### src/rtl/max6675_scan_ctrl_if.sv
// Shared SPI read bus and per-channel result bundle of the MAX6675 scan controller.
// slave = controller side, master = board/consumer side.
interface max6675_scan_ctrl_if #(
    parameter int CHANNELS = 4
);
    logic                     enable;
    logic                     miso;
    logic                     sclk;
    logic [CHANNELS-1:0]      sel;
    logic [CHANNELS*12-1:0]   temperature;
    logic [CHANNELS-1:0]      valid;
    logic [CHANNELS-1:0]      fault;
    logic [3:0]               channel;
    logic                     frame_done;

    modport slave (
        input  enable, miso,
        output sclk, sel, temperature, valid, fault, channel, frame_done
    );

    modport master (
        output enable, miso,
        input  sclk, sel, temperature, valid, fault, channel, frame_done
    );
endinterface

### src/rtl/max6675_scan_ctrl.sv
// Round-robin reader of CHANNELS MAX6675 sensors on one shared sclk/miso bus.
// Frame = (34 + GAP_TICKS) ticks per channel; enable only gates the start of the next frame.
module max6675_scan_ctrl #(
    parameter int CHANNELS  = 4,
    parameter int DIVIDER   = 1000,
    parameter int GAP_TICKS = 100
) (
    input  logic                 clk_i,
    input  logic                 reset_i,
    max6675_scan_ctrl_if.slave   bus
);
    localparam int DW = (DIVIDER > 1) ? $clog2(DIVIDER) : 1;
    localparam int GW = (GAP_TICKS > 1) ? $clog2(GAP_TICKS) : 1;

    typedef enum logic [2:0] {IDLE, SELECT, SHIFT, COMMIT, GAP} state_t;

    state_t                  state_q, state_d;
    logic [DW-1:0]           div_q, div_d;
    logic [3:0]              chan_q, chan_d;
    logic [4:0]              bit_q, bit_d;
    logic [GW-1:0]           gap_q, gap_d;
    logic [15:0]             shreg_q, shreg_d;
    logic                    sclk_q, sclk_d;
    logic [CHANNELS-1:0]     sel_q, sel_d;
    logic [CHANNELS*12-1:0]  temp_q, temp_d;
    logic [CHANNELS-1:0]     valid_q, valid_d;
    logic [CHANNELS-1:0]     fault_q, fault_d;
    logic                    done_q, done_d;

    logic                    tick;
    logic                    fault_bit;
    logic [3:0]              chan_nxt;

    function automatic logic [CHANNELS-1:0] sel_for(input logic [3:0] ch);
        logic [CHANNELS-1:0] s;
        s = '1;
        for (int i = 0; i < CHANNELS; i++) begin
            if (ch == 4'(i)) s[i] = 1'b0;
        end
        return s;
    endfunction

    assign tick      = (div_q == DW'(DIVIDER - 1));
    assign div_d     = tick ? '0 : div_q + DW'(1);
    assign fault_bit = shreg_q[2] | shreg_q[15];
    assign chan_nxt  = (chan_q == 4'(CHANNELS - 1)) ? 4'd0 : chan_q + 4'd1;

    always_ff @(posedge clk_i) begin
        if (reset_i) begin
            state_q <= IDLE;
            div_q   <= '0;
            chan_q  <= '0;
            bit_q   <= '0;
            gap_q   <= '0;
            shreg_q <= '0;
            sclk_q  <= 1'b0;
            sel_q   <= '1;
            temp_q  <= '0;
            valid_q <= '0;
            fault_q <= '0;
            done_q  <= 1'b0;
        end else begin
            state_q <= state_d;
            div_q   <= div_d;
            chan_q  <= chan_d;
            bit_q   <= bit_d;
            gap_q   <= gap_d;
            shreg_q <= shreg_d;
            sclk_q  <= sclk_d;
            sel_q   <= sel_d;
            temp_q  <= temp_d;
            valid_q <= valid_d;
            fault_q <= fault_d;
            done_q  <= done_d;
        end
    end

    always_comb begin
        state_d = state_q;
        chan_d  = chan_q;
        bit_d   = bit_q;
        gap_d   = gap_q;
        shreg_d = shreg_q;
        sclk_d  = sclk_q;
        sel_d   = sel_q;
        temp_d  = temp_q;
        valid_d = valid_q;
        fault_d = fault_q;
        done_d  = 1'b0;
        if (tick) begin
            unique case (state_q)
                IDLE: begin
                    sel_d  = '1;
                    sclk_d = 1'b0;
                    if (bus.enable) begin
                        state_d = SELECT;
                        sel_d   = sel_for(chan_q);
                    end
                end
                SELECT: begin
                    state_d = SHIFT;
                    bit_d   = '0;
                end
                SHIFT: begin
                    // bit_q[0]=0 is the rising half, 1 the sampling/falling half
                    if (!bit_q[0]) begin
                        sclk_d = 1'b1;
                    end else begin
                        sclk_d  = 1'b0;
                        shreg_d = {shreg_q[14:0], bus.miso};
                    end
                    bit_d = bit_q + 5'd1;
                    if (bit_q == 5'd31) state_d = COMMIT;
                end
                COMMIT: begin
                    sel_d   = '1;
                    sclk_d  = 1'b0;
                    done_d  = 1'b1;
                    gap_d   = '0;
                    state_d = GAP;
                    for (int i = 0; i < CHANNELS; i++) begin
                        if (chan_q == 4'(i)) begin
                            if (!fault_bit) begin
                                temp_d[i*12 +: 12] = shreg_q[14:3];
                                valid_d[i]         = 1'b1;
                                fault_d[i]         = 1'b0;
                            end else begin
                                valid_d[i] = 1'b0;
                                fault_d[i] = 1'b1;
                            end
                        end
                    end
                end
                GAP: begin
                    sel_d = '1;
                    if (gap_q == GW'(GAP_TICKS - 1)) begin
                        chan_d = chan_nxt;
                        if (bus.enable) begin
                            state_d = SELECT;
                            sel_d   = sel_for(chan_nxt);
                        end else begin
                            state_d = IDLE;
                        end
                    end else begin
                        gap_d = gap_q + GW'(1);
                    end
                end
                default: begin
                    state_d = IDLE;
                    sel_d   = '1;
                    sclk_d  = 1'b0;
                end
            endcase
        end
    end

    assign bus.sclk        = sclk_q;
    assign bus.sel         = sel_q;
    assign bus.temperature = temp_q;
    assign bus.valid       = valid_q;
    assign bus.fault       = fault_q;
    assign bus.channel     = chan_q;
    assign bus.frame_done  = done_q;
endmodule

### src/flat_wrapper.sv
// flat-port wrapper written by rule: the top's interface ports become plain ports
module max6675_scan_ctrl_flat 
#(
    parameter int CHANNELS  = 4,
    parameter int DIVIDER   = 1000,
    parameter int GAP_TICKS = 100
)
  (clk_i, reset_i, bus_enable, bus_miso, bus_sclk, bus_sel, bus_temperature, bus_valid, bus_fault, bus_channel, bus_frame_done);
  max6675_scan_ctrl_if #(.CHANNELS(CHANNELS)) bus_i ();
  input  logic clk_i;
  input  logic reset_i;
  input wire logic [$bits(bus_i.enable)-1:0] bus_enable;
  input wire logic [$bits(bus_i.miso)-1:0] bus_miso;
  output wire logic [$bits(bus_i.sclk)-1:0] bus_sclk;
  output wire logic [$bits(bus_i.sel)-1:0] bus_sel;
  output wire logic [$bits(bus_i.temperature)-1:0] bus_temperature;
  output wire logic [$bits(bus_i.valid)-1:0] bus_valid;
  output wire logic [$bits(bus_i.fault)-1:0] bus_fault;
  output wire logic [$bits(bus_i.channel)-1:0] bus_channel;
  output wire logic [$bits(bus_i.frame_done)-1:0] bus_frame_done;
  assign bus_i.enable = bus_enable;
  assign bus_i.miso = bus_miso;
  assign bus_sclk = bus_i.sclk;
  assign bus_sel = bus_i.sel;
  assign bus_temperature = bus_i.temperature;
  assign bus_valid = bus_i.valid;
  assign bus_fault = bus_i.fault;
  assign bus_channel = bus_i.channel;
  assign bus_frame_done = bus_i.frame_done;
  max6675_scan_ctrl #(.CHANNELS(CHANNELS), .DIVIDER(DIVIDER), .GAP_TICKS(GAP_TICKS)) u_core (.clk_i(clk_i), .reset_i(reset_i), .bus(bus_i));
endmodule
### config.mk
export PLATFORM = sky130hd
export DESIGN_NAME = max6675_scan_ctrl_flat
export DESIGN_NICKNAME = d
export VERILOG_FILES = /design/src/rtl/max6675_scan_ctrl_if.sv /design/src/rtl/max6675_scan_ctrl.sv /design/src/flat_wrapper.sv
export SDC_FILE = /design/constraint.sdc
export NUM_CORES = 1
export LEC_CHECK = 0
export CORE_UTILIZATION = 40
export DETAILED_ROUTE_END_ITERATION = 12
export DONT_BUFFER_PORTS = 1
export MAX_ROUTING_LAYER = met4
export PLACE_DENSITY = 0.5
export SYNTH_ARGS = -nofsm -noshare
export SYNTH_HDL_FRONTEND = slang
export SYNTH_SLANG_ARGS = --single-unit
### constraint.sdc
create_clock -name clk_i -period 2.6 [get_ports clk_i]
set_clock_uncertainty 0.05 [all_clocks]
set_input_delay 0.39 -clock clk_i [delete_from_list [all_inputs] [get_ports clk_i]]
set_output_delay 0.39 -clock clk_i [all_outputs]
set_load 0.01 [all_outputs]
### After elaboration in Yosys (flattened, before gate mapping)

Cells that the tools add are included.

| cells by class | value |
|---|---|
| equality and inequality tests | 17 |
| bitwise gates (word level) | 5 |
| add/sub/neg operators | 4 |
| shift-type cells | 0 |
| multiplexer cells | 26 |
| divide/modulo/power cells | 0 |
| $lt $le $gt $ge | 0 |
| reductions and logical operators | 24 |
| multiply operators | 0 |

Operators with widths:

| operator | number |
|---|---|
| $reduce_and A3 Y1 | 7 |
| $reduce_and A4 Y1 | 5 |
| $eq A4 B2 Y1 const B | 4 |
| $mux W4 | 4 |
| $pmux W3 S5 | 1 |
| $pmux W7 S2 | 1 |
| $mux W1 | 13 |
| $pmux W4 S3 | 1 |
| $add A10 B1 Y10 const B | 1 |
| $eq A10 B10 Y1 const B | 1 |
| $pmux W5 S2 | 1 |
| $mux W3 | 3 |
| $eq A4 B1 Y1 const B | 2 |
| $logic_not A4 Y1 | 2 |
| $reduce_or A2 Y1 | 4 |
| $add A7 B1 Y7 const B | 1 |
| $eq A7 B7 Y1 const B | 1 |
| $mux W7 | 1 |
| $eq A3 B2 Y1 const B | 2 |
| $reduce_and A2 Y1 | 3 |
| $add A5 B1 Y5 const B | 1 |
| $eq A5 B5 Y1 const B | 1 |
| $add A4 B1 Y4 const B | 1 |
| $ne A2 B1 Y1 const B | 2 |
| 8 further kinds | 13 |

| storage, ports and cells | value |
|---|---|
| latch bits | 0 |
| output and inout port bits | 66 |
| register bits | 107 |
| bits in writable memories | 0 |
| memories kept | 0 |
| memory bits (read-only) | 0 |

### Logic depth before layout (Yosys ltp)

Gate-level depths: netlist (run 1).

| logic depth | value |
|---|---|
| depth in word-level cells | 7 |
| mapped depth | 8 |
| mapped depth without buffers | 6 |

### Worst setup path before layout (run 1)

Ideal clock, no wire load.

| path | value |
|---|---|
| kind | register to register |
| from | reg u_core.div_q[4] |
| to | reg u_core.sel_q[0], in the netlist u_core.bus.sel[0] |
| buffers on the path | 2 |
| path slack | 517 ps |
| arrival | 1,911 ps |
| cell stages (with the launch flop) | 7 |
| clock period less this slack | 2,083 ps |
| library setup time | 122 ps |
| path through | dfxtp_1 or3b_1 buf_2 or3_1 buf_2 or4_4 o32a_1 |

| on the way | value |
|---|---|
| cells in the longest elaborated chain, start to end | 2 |

RTL lines:

| element | line | text |
|---|---|---|
| from (decl) | max6675_scan_ctrl.sv:18 | `logic [DW-1:0] div_q, div_d;` |
| from (signal assigned) | max6675_scan_ctrl.sv:64 | `div_q <= div_d;` |
| $eq A10 B10 Y1 | max6675_scan_ctrl.sv:43 | `assign tick = (div_q == DW'(DIVIDER - 1));` |
| $reduce_and A2 Y1 (no source line) | n/a |  |
| to (signal assigned) | max6675_scan_ctrl.sv:70 | `sel_q <= sel_d;` |
| to (decl) | max6675_scan_ctrl.sv:24 | `logic [CHANNELS-1:0] sel_q, sel_d;` |

Every way passes these cells.
A chain may end at the register's enable or synchronous reset.

### Final worst setup path (run 1)

| path | value |
|---|---|
| from | reg u_core.state_q[1] |
| to | reg u_core.temp_q[43], in the netlist u_core.bus.temperature[43] |

| on the way | value |
|---|---|
| cells in the longest elaborated chain, start to end | 2 |

RTL lines:

| element | line | text |
|---|---|---|
| from (decl) | max6675_scan_ctrl.sv:17 | `state_t state_q, state_d;` |
| from (signal assigned) | max6675_scan_ctrl.sv:63 | `state_q <= state_d;` |
| $eq A3 B2 Y1 | max6675_scan_ctrl.sv:91 | `unique case (state_q)` |
| $reduce_and A4 Y1 (no source line) | n/a |  |
| to (signal assigned) | max6675_scan_ctrl.sv:71 | `temp_q <= temp_d;` |
| to (decl) | max6675_scan_ctrl.sv:25 | `logic [CHANNELS*12-1:0] temp_q, temp_d;` |

Every way passes these cells.

==> results of run 1 <==
## critical path: stages (launching register included)
cell and delay [ps]:
dfxtp_1 560, nand3b_1 330, nor4_1 520, nand3_1 490, nand2_1 190, a21oi_1 80
## flip-flops by register name, summed over array words and instances (netlist names)
signal / flops
u_core.div_q: 10
u_core.bit_q: 5
u_core.bus.valid: 4
u_core.bus.channel: 4
u_core.shreg_q: 16
u_core.bus.fault: 4
u_core.bus.frame_done: 1
u_core.state_q: 3
u_core.gap_q: 7
u_core.bus.sclk: 1
u_core.bus.sel: 4
u_core.bus.temperature: 48
## layer usage
layer	GRT usage	wire, um	vias up	part of all wire
met5	-	0	-	0
met4	0.0802	121	0	0.011
met3	0.0435	550	9	0.051
met2	0.327	5010	69	0.47
met1	0.254	5050	1678	0.47
li1	-	-	1812	-
## final cells by class
class                      count  share of cell area
sequential                   107               0.454
multi-input combinational    393               0.442
tap                          136              0.0361
clock buffer                  11              0.0321
timing repair buffer          13              0.0207
clock inverter                 5              0.0127
inverter                       3             0.00239
## worst max-delay path by stage
stage	end	slack, ps	depth (start not counted)
global route	u_core.bus.temperature[40]	70	5
floorplan	u_core.bus.sel[0]	520	6
CTS	u_core.bus.temperature[36]	250	5
finish	u_core.bus.temperature[43]	270	5
detailed placement	u_core.bus.temperature[36]	270	5
global placement	u_core.bus.temperature[46]	270	5
## power groups by stage
stage	logic, mW	registers, mW	clock network (mW)
floorplan	0.0333	1.69	0
global placement	0.0139	1.69	0
detailed placement	0.0140	1.69	0
CTS	0.0141	1.65	1.12
global route	0.0157	1.65	1.19
finish	0.0138	1.65	1.09
## cells in the mapped netlist, drive strengths merged, types with 5 or more instances
master,count,area share
nor3,12,0.015
xnor2,8,0.016
a21oi,84,0.096
buf,11,0.012
clkbuf,21,0.018
nor2,25,0.021
dfxtp,107,0.49
xor2,5,0.010
ha,9,0.026
nand2,145,0.12
nor3b,7,0.012
and2,8,0.011
and4,5,0.010
and3,7,0.010
o21ai,8,0.0092
nand3,19,0.022
## metrics by stage
stage | hold slack [ps] | setup slack (ps) | instance area, um^2
detailed placement | 394 | 273 | 4510
CTS | 14.1 | 249 | 4720
finish | 21.6 | 274 | 4720
global route | 6.19 | 68.4 | 4720
global placement | 390 | 275 | 4510
floorplan | 382 | 517 | 4370
## cell usage in the layout, fill, tap and decap left out, types with 3 or more instances in the layout
cell and instances:
xor2_1 5, buf_4 13, a21oi_1 84, nand3_1 19
a211o_1 4, nor4_1 3, nand2_1 145, nor3b_1 7
a32oi_1 3, or3_1 4, nand2b_1 3, and3_1 7
ha_1 9, dfxtp_1 107, nand4_1 3, clkbuf_8 11
inv_1 3, o21ai_0 8, mux2i_1 3, nor2_1 25
a22oi_1 3, and2_1 7, nor2b_1 3, and4_1 5
xnor2_1 8, nor3_1 10
## cell families after synthesis
family | synth area share
mux | 0.00688
buf+inv | 0.0330
fa+ha+maj | 0.0258
compound gates | 0.148
xor+xnor | 0.0261
flops | 0.491
simple gates | 0.269
==> metrics, run 1 <==
synthesized instance count 535; Synth Warn # 0; Pwr Total 2.75 mW; reg2reg start u_core.state_q[1]; Static Leak 1.55 nW; vias per std cell 5.34; RSZ-0062 raised after global routing false; max_cap viols 0; CTS Root Cell clkbuf_8; RR Endpoint u_core.bus.temperature[43]; data arrival time of the critical path 2540 ps; Seq pwr share 0.600; Clock power frac 0.395; Filler cells 1084; Layout Nets 540; Cell Area, Synth 4370 um^2; die span in x 106 um; Max Slew Vio Count 0; Clk pin slew, worst setup/hold paths 100 ps; CP Capture Type flop; P_int 2.15 mW; CTS tree yes; NetSw 0.597 mW; Hold Fails Final Rpt 0; post-detailed-route count of antenna-violating nets 0; total routed wirelength 10700 um; 1st-pass router iterations 4; Finished Layout Cells 668; die height 106 um; number of setup buffers added after CTS 0; Inst Count DP 652; Gate power share 0.005; Max FO, Critical Path 13; post-layout min period 2330 ps; GPL Wtd Cong 0.811; Clock Tree Buf Depth 2; Syn Nets 548; Clock Latency Late Sink 370 ps; Remaining Overflow, GRT 0; io pins 70; DP HPWL 7200 um; Peak Freq 0.430 GHz; clock tree sinks 107; final setup vio count 0; share of flip-flops with an asynchronous set or reset 0; startpoint types flop; worst hold stages 1; Syn-to-layout area delta 8.05%; slew margin rel. 0.574; Worst R2R Path Depth 5; CP required 2810 ps; DRT iter0 DRCs 193; die area 11300 um^2; worst-margin pin slew 637 ps; share of cells above drive strength 1 0.0695; Final period util 0.895; number of buffers inserted by hold repair at cts 0; CP Launch Point u_core.state_q[1]; initial antenna violation count 0; GRT Overall Usage 0.205; Netlist cell types 46; Synth Flop Type dfxtp_1; Reg2Reg Setup Slack 270 ps; largest net degree at the start of global routing 106; worst hold path class in -> reg; area of the multi-input gates 2090 um^2; CTS H-tree depth 3; # diodes 0; Setup CP Type reg -> reg; PD cells 583 nW/um^2; first-pass GRT wire length 17700 um; #FFs+latches synth 107; Hold Path End u_core.bus.valid[2]; Initial Util 0.417; vias in the first global route 3378; setup total negative slack 0 ps; TritonCTS buffer count 9; Gates resized, CTS repair 0; switching part of the total power 0.217; final routed DRC violation total 0; final core occ 0.451; status finished clean; Seq/Total Area, Yosys 0.491; FP Rows 37; maximum VDD drop 298 uV; Vias 3568; IO buf count 0; EDFF count, synth 0; hold path start reset_i; area of the core 10500 um^2; FF/Latch Area 2140 um^2; Avg Inst Size Synth 8.16 um^2; Avg WL per Cell 16.1 um
(Power assumes the default switching activity.)
==> run 2, diff against run 1 <==
Settings changed: CAP_MARGIN set to 40, GPL_ROUTABILITY_DRIVEN set to 0.
==> results of run 2 <==
The final DEF is identical to that of run 1; final timing and power are the same.
